## src/rtl/udp_pkg.sv

```systemverilog
// udp_pkg: shared types and constants for the UDP receive parser.
package udp_pkg;
    typedef enum logic [1:0] {IDLE, HDR, PAYLOAD, DROP} udp_rx_state_t;
    localparam int UDP_HDR_BYTES = 8;
    localparam int SRC_OFF = 0;
    localparam int DST_OFF = 2;
    localparam int LEN_OFF = 4;
    localparam int CSUM_OFF = 6;
    // Extract a big-endian 16-bit field at byte offset off of the 8-byte header.
    function automatic logic [15:0] hdr_field(input logic [63:0] h, input int off);
        return 16'(h >> (8 * (6 - off)));
    endfunction
endpackage

```

## src/rtl/udp_rx_parser_if.sv

```systemverilog
// udp_rx_parser_if: upstream FIFO read port and downstream FIFO write port.
interface udp_rx_parser_if;
    logic       in_rd_en;
    logic [7:0] in_dout;
    logic       in_sof;
    logic       in_eof;
    logic       in_empty;
    logic       out_wr_en;
    logic [7:0] out_din;
    logic       out_sof;
    logic       out_eof;
    logic       out_full;
    modport master (
        output in_rd_en, out_wr_en, out_din, out_sof, out_eof,
        input  in_dout, in_sof, in_eof, in_empty, out_full
    );
    modport slave (
        input  in_rd_en, out_wr_en, out_din, out_sof, out_eof,
        output in_dout, in_sof, in_eof, in_empty, out_full
    );
endinterface

```

## src/rtl/udp_rx_parser_byte_skid.sv

```systemverilog
// byte_skid: one-entry holding register for {sof, eof, byte} with valid flag.
module byte_skid (
    input  logic       clk,
    input  logic       reset,
    input  logic       load,
    input  logic       clear,
    input  logic [9:0] d,
    output logic       valid,
    output logic [9:0] q
);
    always_ff @(posedge clk or negedge reset) begin
        if (!reset) begin
            valid <= 1'b0;
            q     <= '0;
        end else if (load) begin
            valid <= 1'b1;
            q     <= d;
        end else if (clear) begin
            valid <= 1'b0;
        end
    end
endmodule

```

## src/rtl/udp_rx_parser.sv

```systemverilog
// udp_rx_parser: parses UDP headers from a framed byte FIFO and forwards
// payload of packets addressed to cfg_port, with error pulses and counters.
module udp_rx_parser #(
    parameter int UDP_HDR_BYTES = 8,
    parameter int CNT_WIDTH     = 16
) (
    input  logic                 clk,
    input  logic                 reset,
    udp_rx_parser_if.master      bus,
    input  logic [15:0]          cfg_port,
    output logic                 hdr_valid,
    output logic [15:0]          src_port,
    output logic [15:0]          dst_port,
    output logic [15:0]          udp_len,
    output logic [15:0]          udp_csum,
    output logic                 err_short,
    output logic                 err_len,
    output logic                 err_framing,
    output logic [CNT_WIDTH-1:0] pkt_count,
    output logic [CNT_WIDTH-1:0] drop_count
);
    import udp_pkg::*;

    udp_rx_state_t state, state_n;
    logic        rd_pend, skid_valid, v, b_sof, b_eof;
    logic [9:0]  skid_q, in_word;
    logic [7:0]  b;
    logic [15:0] byte_cnt, byte_cnt_n, hdr_len;
    logic [55:0] hdr_sr, hdr_sr_n;
    logic [63:0] hdr_word;
    logic        port_ok, port_ok_n, first, first_n;
    logic        wr_n, osof_n, oeof_n, hv_n, es_n, el_n, ef_n, pkt_inc, drop_inc;

    assign bus.in_rd_en = !bus.in_empty && !bus.out_full && !skid_valid;
    assign in_word = {bus.in_sof, bus.in_eof, bus.in_dout};
    // Skid and a fresh return never coexist: the skid only loads while full blocks new pops.
    assign {b_sof, b_eof, b} = skid_valid ? skid_q : in_word;
    assign v = (skid_valid || rd_pend) && !bus.out_full;
    assign hdr_word = {hdr_sr, b};
    assign hdr_len = hdr_field(hdr_word, LEN_OFF);

    byte_skid u_skid (
        .clk   (clk),
        .reset (reset),
        .load  (rd_pend && bus.out_full),
        .clear (skid_valid && !bus.out_full),
        .d     (in_word),
        .valid (skid_valid),
        .q     (skid_q)
    );

    always_comb begin
        state_n    = state;
        byte_cnt_n = byte_cnt;
        hdr_sr_n   = hdr_sr;
        port_ok_n  = port_ok;
        first_n    = first;
        wr_n       = 1'b0;
        osof_n     = 1'b0;
        oeof_n     = 1'b0;
        hv_n       = 1'b0;
        es_n       = 1'b0;
        el_n       = 1'b0;
        ef_n       = 1'b0;
        pkt_inc    = 1'b0;
        drop_inc   = 1'b0;
        if (v && b_sof) begin
            ef_n       = state != IDLE;
            es_n       = b_eof;
            hdr_sr_n   = {48'd0, b};
            byte_cnt_n = 16'd1;
            state_n    = b_eof ? IDLE : HDR;
        end else if (v) begin
            case (state)
                HDR: begin
                    hdr_sr_n   = {hdr_sr[47:0], b};
                    byte_cnt_n = byte_cnt + 16'd1;
                    if (byte_cnt == 16'(DST_OFF + 1))
                        port_ok_n = {hdr_sr[7:0], b} == cfg_port;
                    if (byte_cnt == 16'(UDP_HDR_BYTES - 1)) begin
                        hv_n     = 1'b1;
                        pkt_inc  = 1'b1;
                        first_n  = 1'b1;
                        drop_inc = !(port_ok && hdr_len >= 16'(UDP_HDR_BYTES));
                        el_n     = b_eof ? hdr_len != 16'(UDP_HDR_BYTES) : hdr_len < 16'(UDP_HDR_BYTES);
                        state_n  = b_eof ? IDLE : (drop_inc ? DROP : PAYLOAD);
                    end else if (b_eof) begin
                        es_n    = 1'b1;
                        state_n = IDLE;
                    end
                end
                PAYLOAD: begin
                    wr_n       = 1'b1;
                    osof_n     = first;
                    oeof_n     = b_eof;
                    first_n    = 1'b0;
                    byte_cnt_n = byte_cnt + 16'd1;
                    el_n       = b_eof && byte_cnt_n != udp_len;
                    state_n    = b_eof ? IDLE : PAYLOAD;
                end
                DROP: state_n = b_eof ? IDLE : DROP;
                default: state_n = IDLE;
            endcase
        end
    end

    always_ff @(posedge clk or negedge reset) begin
        if (!reset) begin
            state         <= IDLE;
            rd_pend       <= 1'b0;
            byte_cnt      <= '0;
            hdr_sr        <= '0;
            port_ok       <= 1'b0;
            first         <= 1'b0;
            bus.out_wr_en <= 1'b0;
            bus.out_sof   <= 1'b0;
            bus.out_eof   <= 1'b0;
            bus.out_din   <= '0;
            hdr_valid     <= 1'b0;
            err_short     <= 1'b0;
            err_len       <= 1'b0;
            err_framing   <= 1'b0;
            src_port      <= '0;
            dst_port      <= '0;
            udp_len       <= '0;
            udp_csum      <= '0;
            pkt_count     <= '0;
            drop_count    <= '0;
        end else begin
            state         <= state_n;
            rd_pend       <= bus.in_rd_en;
            byte_cnt      <= byte_cnt_n;
            hdr_sr        <= hdr_sr_n;
            port_ok       <= port_ok_n;
            first         <= first_n;
            bus.out_wr_en <= wr_n;
            bus.out_sof   <= osof_n;
            bus.out_eof   <= oeof_n;
            if (wr_n) bus.out_din <= b;
            hdr_valid     <= hv_n;
            err_short     <= es_n;
            err_len       <= el_n;
            err_framing   <= ef_n;
            if (hv_n) begin
                src_port <= hdr_field(hdr_word, SRC_OFF);
                dst_port <= hdr_field(hdr_word, DST_OFF);
                udp_len  <= hdr_len;
                udp_csum <= hdr_field(hdr_word, CSUM_OFF);
            end
            pkt_count  <= pkt_count + CNT_WIDTH'(pkt_inc);
            drop_count <= drop_count + CNT_WIDTH'(drop_inc);
        end
    end
endmodule
```

## src/flat_wrapper.sv

```systemverilog
// flat-port wrapper written by rule: the top's interface ports become plain ports
module udp_rx_parser_flat import udp_pkg::*;
#(
    parameter int UDP_HDR_BYTES = 8,
    parameter int CNT_WIDTH     = 16
)
  (clk, reset, cfg_port, hdr_valid, src_port, dst_port, udp_len, udp_csum, err_short, err_len, err_framing, pkt_count, drop_count, bus_in_rd_en, bus_out_wr_en, bus_out_din, bus_out_sof, bus_out_eof, bus_in_dout, bus_in_sof, bus_in_eof, bus_in_empty, bus_out_full);
  udp_rx_parser_if bus_i ();
  input  logic clk;
  input  logic reset;
  input  logic [15:0] cfg_port;
  output logic hdr_valid;
  output logic [15:0] src_port;
  output logic [15:0] dst_port;
  output logic [15:0] udp_len;
  output logic [15:0] udp_csum;
  output logic err_short;
  output logic err_len;
  output logic err_framing;
  output logic [CNT_WIDTH-1:0] pkt_count;
  output logic [CNT_WIDTH-1:0] drop_count;
  output wire logic [$bits(bus_i.in_rd_en)-1:0] bus_in_rd_en;
  output wire logic [$bits(bus_i.out_wr_en)-1:0] bus_out_wr_en;
  output wire logic [$bits(bus_i.out_din)-1:0] bus_out_din;
  output wire logic [$bits(bus_i.out_sof)-1:0] bus_out_sof;
  output wire logic [$bits(bus_i.out_eof)-1:0] bus_out_eof;
  input wire logic [$bits(bus_i.in_dout)-1:0] bus_in_dout;
  input wire logic [$bits(bus_i.in_sof)-1:0] bus_in_sof;
  input wire logic [$bits(bus_i.in_eof)-1:0] bus_in_eof;
  input wire logic [$bits(bus_i.in_empty)-1:0] bus_in_empty;
  input wire logic [$bits(bus_i.out_full)-1:0] bus_out_full;
  assign bus_in_rd_en = bus_i.in_rd_en;
  assign bus_out_wr_en = bus_i.out_wr_en;
  assign bus_out_din = bus_i.out_din;
  assign bus_out_sof = bus_i.out_sof;
  assign bus_out_eof = bus_i.out_eof;
  assign bus_i.in_dout = bus_in_dout;
  assign bus_i.in_sof = bus_in_sof;
  assign bus_i.in_eof = bus_in_eof;
  assign bus_i.in_empty = bus_in_empty;
  assign bus_i.out_full = bus_out_full;
  udp_rx_parser #(.UDP_HDR_BYTES(UDP_HDR_BYTES), .CNT_WIDTH(CNT_WIDTH)) u_core (.clk(clk), .reset(reset), .bus(bus_i), .cfg_port(cfg_port), .hdr_valid(hdr_valid), .src_port(src_port), .dst_port(dst_port), .udp_len(udp_len), .udp_csum(udp_csum), .err_short(err_short), .err_len(err_len), .err_framing(err_framing), .pkt_count(pkt_count), .drop_count(drop_count));
endmodule
```

## config.mk

```make
export PLATFORM = sky130hd
export DESIGN_NAME = udp_rx_parser_flat
export DESIGN_NICKNAME = d
export VERILOG_FILES = /design/src/rtl/udp_pkg.sv /design/src/rtl/udp_rx_parser_if.sv /design/src/rtl/udp_rx_parser_byte_skid.sv /design/src/rtl/udp_rx_parser.sv /design/src/flat_wrapper.sv
export SDC_FILE = /design/constraint.sdc
export NUM_CORES = 1
export LEC_CHECK = 0
export ABC_AREA = 0
export BUFFER_PORTS_ARGS = -buffer_cell sky130_fd_sc_hd__buf_2
export CAP_MARGIN = 10
export CORE_MARGIN = 4
export CORE_UTILIZATION = 56
export CTS_CLUSTER_DIAMETER = 200
export DETAILED_ROUTE_END_ITERATION = 6
export GPL_ROUTABILITY_DRIVEN = 0
export PLACE_DENSITY = 0.79
export SYNTH_ARGS = -nofsm -noshare
export SYNTH_HDL_FRONTEND = slang
export SYNTH_SLANG_ARGS = --single-unit
```

## constraint.sdc

```tcl
create_clock -name clk -period 3.35 [get_ports clk]
set_clock_uncertainty 0.15 [all_clocks]
set_input_delay 0.67 -clock clk [delete_from_list [all_inputs] [get_ports clk]]
set_output_delay 0.67 -clock clk [all_outputs]
set_load 0.01 [all_outputs]
```

Word-level counts from Yosys, hierarchy flattened --
Index checks and enable logic that the tools add are counted.
Cells by class: $add $sub $neg 3, $mul 0, divide/modulo/power cells 0, magnitude comparators 2, eq/ne operators 10, shifts and indexed selects 0, multiplexer cells 49, bitwise operators 1, reductions and logical operators 25
Operators by type and width (number):
- two-way mux 56 bit | 3
- two-way mux 16 bit | 3
- adder 16 x 1 -> 16 bit | 2
- two-way mux 1 bit | 32
- adder 16 x 1 -> 16 bit (second input constant) | 1
- equality test 16 bit | 1
- equality test 16 x 2 -> 1 bit (second input constant) | 1
- equality test 16 x 3 -> 1 bit (second input constant) | 1
- >= comparator 16 x 4 -> 1 bit (second input constant) | 1
- < comparator 16 x 4 -> 1 bit (second input constant) | 1
- != test 16 bit | 1
- != test 16 x 4 -> 1 bit (second input constant) | 1
- two-way mux 2 bit | 7
- nonzero test 2 bit | 6
- two-way mux 10 bit | 1
- logical AND 1 bit | 8
- AND reduction 4 bit | 2
- case mux 2 bit (3 select lines) | 1
- AND reduction 2 bit | 3
- equality test 2 bit (second input constant) | 2
- zero test 1 bit | 4
- != test 4 x 1 -> 1 bit (second input constant) | 1
- case mux 1 bit (2 select lines) | 2
- equality test 2 x 1 -> 1 bit (second input constant) | 1
- other kinds (4) | 4
Word-level totals: bits in registers 199, bits in latches 0, memory bits (writable) 0, memory bits (read-only) 0, input bits 30, memories kept 0

Depth between registers and ports, before layout --
word-level depth 8, depth in mapped cells 16, gate-level depth less buffers 12

Modules after synthesis --
Synthesis repeated with hierarchy kept, for this count alone.
Unflattened totals: cells, all modules 825, area total of the unflattened synthesis 8645.8 µm²
By module, submodules not included:
- udp_rx_parser | instances 1, cells each 801, area an instance 8200.4 µm², sequential area each 4704.5 µm²
- byte_skid | instances 1, cells each 24, area an instance 445.4 µm², sequential area each 275.3 µm²

Worst setup path before layout --
OpenSTA, ideal clock, no wires.
path kind input -> register, start point input bus_in_sof, end point register u_core.pkt_count[12], setup time 0.126 ns, data arrival time 2.914 ns, setup slack 0.160 ns, cell stages on the path 14, buffers on the path 3, path through or3b_1 -> a21oi_2 -> and2_1 -> buf_2 -> nand4_2 -> buf_6 -> clkbuf_1 -> inv_1 -> ha_1 -> ha_1 -> nand2_1 -> nor3_1 -> nand2_1 -> xnor2_1
Between the ends: word-level cells in the longest chain between the ends 4
Ends and longest elaborated chain:
- start: declaration | line flat_wrapper.sv:28 | input wire logic [$bits(bus_i.in_sof)-1:0] bus_in_sof;
- two-way mux 10 bit | line udp_rx_parser.sv:37 | assign {b_sof, b_eof, b} = skid_valid ? skid_q : in_word;
- logical AND 1 bit | line udp_rx_parser.sv:67 | if (v && b_sof) begin
- two-way mux 1 bit
- named net u_core.hv_n | line udp_rx_parser.sv:32 | logic wr_n, osof_n, oeof_n, hv_n, es_n, el_n, ef_n, pkt_inc, drop_inc;
- adder 16 x 1 -> 16 bit | line udp_rx_parser.sv:150 | pkt_count <= pkt_count + CNT_WIDTH'(pkt_inc);
- end signal: assignment | line udp_rx_parser.sv:150
- end: declaration | line udp_rx_parser.sv:19 | output logic [CNT_WIDTH-1:0] pkt_count,
The timed path passes the listed nets, and every way through them passes these cells. A chain may end at the register's enable or synchronous reset.

Worst setup path after layout --
start point register u_core.byte_cnt[3], end point register u_core.pkt_count[14]
Between the ends: word-level cells in the longest chain between the ends 6
Ends and longest elaborated chain:
- start: declaration | line udp_rx_parser.sv:28 | logic [15:0] byte_cnt, byte_cnt_n, hdr_len;
- start signal: assignment | line udp_rx_parser.sv:132 | byte_cnt <= byte_cnt_n;
- equality test 16 x 3 -> 1 bit | line udp_rx_parser.sv:80 | if (byte_cnt == 16'(UDP_HDR_BYTES - 1)) begin
- two-way mux 1 bit (4 in a row)
- named net u_core.hv_n | line udp_rx_parser.sv:32
- adder 16 x 1 -> 16 bit | line udp_rx_parser.sv:150
The timed path passes the listed nets, and every way through them passes these cells.

==> qor.txt <==
worst skew pair latency - 430 ps
Starting Density - 0.5725
row count - 45
average wire per standard cell - 18.71 µm
routed via count - 6060
RSZ-0062 raised after global routing - no
Ant. Diodes - 0
gr ovfl total - 0
cells along the critical path - nor4_1 > and4_1 > nand4_4 > inv_1 > ha_1 > ha_1 > nand2_1 > nor3_1 > nand2_1 > xnor2_1
Design Area, Final - 0.01017 mm²
Slew headroom - 0.4641
Synth Area in Compound Gates - 0.1117
IO Port Bufs - 141
CP max-delay cell - dfrtp_1
Die Wd - 132.7 µm
Post-Synth Adder-Cell Area - 0.01294
clock slew at reported path FFs - 70 ps
vias in the first global route - 6109
status - finished, final reports clean
final core occ - 0.6691
critical path's largest stage delay - 510 ps
leading cell type in the layout, fill and taps excluded - dfrtp_1
largest net degree at the start of global routing - 83
sequential element share of the synthesized area - 0.5722
# setup viols final - 0
simple-gate share of the synthesized area - 0.09474
Final Cycle Share - 0.8498
CP top delay family - simple AND/OR/NAND/NOR gates
Final HPWL DP - 13570 µm
Tot GR Track Use - 0.2245
post-synthesis cell count - 701
drt initial violations - 566
Syn-to-layout area delta - 16.86%
minimum clock period - 2847 ps
Crit Path Max Fanout - 10
Post-CTS Hold Fix Bufs - 0
root buffer cell - clkbuf_16
PwrDens - 534.6 mW/mm²
antenna violations before repair - 0
Synth Cell Area - 0.008703 mm²
Async SR Flop Fraction - 1.000
max frequency - 351.3 MHz
Synth Area in XOR/XNOR - 0.06541
Die H - 132.7 µm
Hold Fails Final Rpt - 0
CTS sink count - 199
post-synthesis register bit count - 199
Critical Path Sink Type - flip-flop
largest family of logic cells by synthesized area - multiplexers
Num CTS Buffers - 17
layout cells sized above 1 - 0.3027
Pre-Repair DR Iteration Count - 6
die footprint - 0.01760 mm²
htree depth - 4
post-synthesis mux area share - 0.1177
Syn Area/Cell - 12.42 µm²
I/O pin count - 142
Leakage - 5.280 nW
MaxCap Viol Count - 0
final-stage net count - 875
vias per cell - 5.844
worst path arrival time - 3010 ps
Layout fillers - 1126
CP startpoint kind - flip-flop
most frequent cells in the layout - dfrtp_1 (199), buf_2 (140), o21ai_0 (54), nand2_1 (51), xnor2_1 (51)
TNS Setup - 0 ps
CTS tree - yes
Critical Path RT - 3510 ps
final WL - 19410 µm
Max Root-Sink Buffers - 2
VDD IR max - 0.0004286 V
synth warn - 0
Hold WS - 89.70 ps
first-pass GRT wire length - 32110 µm
Post-Place Cell Area - 0.009595 mm²
Core ar. - 0.01520 mm²
Post-synth EDFFs - 0
Syn Nets - 740
# DRC - 0
Worst-Margin Slew - 801.9 ps
Synth cell types - 46
Primary FF master, synth - dfrtp_1
CP Buf/Inv Count - 1
Slew Viols, Final - 0
Final ANT Viol Nets - 0
Crit Path Category - reg -> reg
cts repair resizes - 0
setup bufs post-CTS - 0
min-delay worst type - in -> async
layout make-up:
cell class                 count  area, µm²  share of cell area
clock buffer                  20      456.7             0.04490
clock inverter                12      118.9             0.01169
inverter                       7      26.28            0.002583
multi-input combinational    458       3525              0.3465
sequential                   199       4980              0.4896
tap                          188      235.2             0.02313
timing repair buffer         153      829.5             0.08156
sequential cells by signal, summed over array words and instances, names as in the netlist, 2 cells and up:
register	count
u_core.hdr_sr	56
u_core.udp_len	16
u_core.state	2
u_core.pkt_count	16
u_core.bus.out_din	8
u_core.drop_count	16
u_core.dst_port	16
u_core.src_port	16
u_core.byte_cnt	16
u_core.udp_csum	16
u_core.u_skid.q	10
worst register-to-register path, stage by stage (launching register included):
cell and delay [ps]:
dfrtp_1 510, nor4_1 250, and4_1 420, nand4_4 180, inv_1 130, ha_1 200
ha_1 220, nand2_1 80, nor3_1 320, nand2_1 130, xnor2_1 160
per-stage QoR:
stage	worst slack, ps	cells	power [W]
after global routing	315.2	1037	0.005680
after global placement	317.8	1005	0.003456
final	503.3	1037	0.005437
after CTS	524.8	1037	0.005473
after floorplan	160.0	701	0.003207
after detailed placement	179.8	1005	0.003490
worst paths after layout:
path | from | to | slack (ps) | depth (start not counted)
worst max-delay path | u_core.byte_cnt[3] | u_core.pkt_count[14] | 500 | 10
worst min-delay path | reset | u_core.drop_count[8] | 90 | 1
worst max register to register | u_core.byte_cnt[3] | u_core.pkt_count[14] | 500 | 10
worst min register to register | u_core.drop_count[15] | u_core.drop_count[15] | 320 | 1
max in group asynchronous | reset | u_core.src_port[8] | 2060 | 2
min in group clk | bus_in_empty | u_core.rd_pend | 250 | 2
cells in the mapped netlist, types with 3 or more instances:
| cell | n | share of area |
|---|---|---|
| buf_2 | 8 | 0.0046 |
| ha_1 | 9 | 0.013 |
| and3_1 | 13 | 0.0093 |
| o41ai_1 | 3 | 0.0030 |
| dfrtp_1 | 199 | 0.57 |
| and4_1 | 3 | 0.0030 |
| nand3_1 | 28 | 0.016 |
| mux2i_1 | 9 | 0.010 |
| a21oi_1 | 4 | 0.0023 |
| a31oi_1 | 6 | 0.0043 |
| inv_1 | 7 | 0.0030 |
| a22o_1 | 48 | 0.048 |
| mux2_4 | 42 | 0.072 |
| nor3_1 | 7 | 0.0040 |
| and2_1 | 4 | 0.0029 |
| nand4_1 | 10 | 0.0072 |
| mux2_2 | 27 | 0.035 |
| o21ai_0 | 54 | 0.031 |
| nand2_1 | 51 | 0.022 |
| nor4_1 | 9 | 0.0065 |
| o31ai_1 | 8 | 0.0069 |
| buf_6 | 6 | 0.0078 |
| nor2_1 | 28 | 0.012 |
| or3_1 | 3 | 0.0022 |
| a211oi_1 | 4 | 0.0035 |
| clkbuf_1 | 23 | 0.0099 |
| xnor2_1 | 51 | 0.051 |
| xor2_1 | 14 | 0.014 |
routing by layer:
layer  global-route usage  routed length (µm)  vias up
met5                    0                   0        -
met4              0.07506                 231        0
met3              0.04106                1108       22
met2               0.3457                9269      214
met1               0.3254                8796     3035
li1                     -                   -     2789
cell families after synthesis:
logic type / count (synthesis)
multiplexers: 78
flip-flops: 199
XOR/XNOR: 65
AND/OR/NAND/NOR: 166
adder cells (fa/ha/maj): 9
AO/OA/AOI/OAI: 140
buffers and inverters: 44
where the power goes:
group / switching [W] / total (W) / internal [W]
Clock: 0.000906 / 0.00198 / 0.00108
Combinational: 0.000362 / 0.000651 / 0.000289
Sequential: 0.000221 / 0.00280 / 0.00258
Total: 0.00149 / 0.00544 / 0.00395
Note: power is estimated with default switching activity, not from simulation.
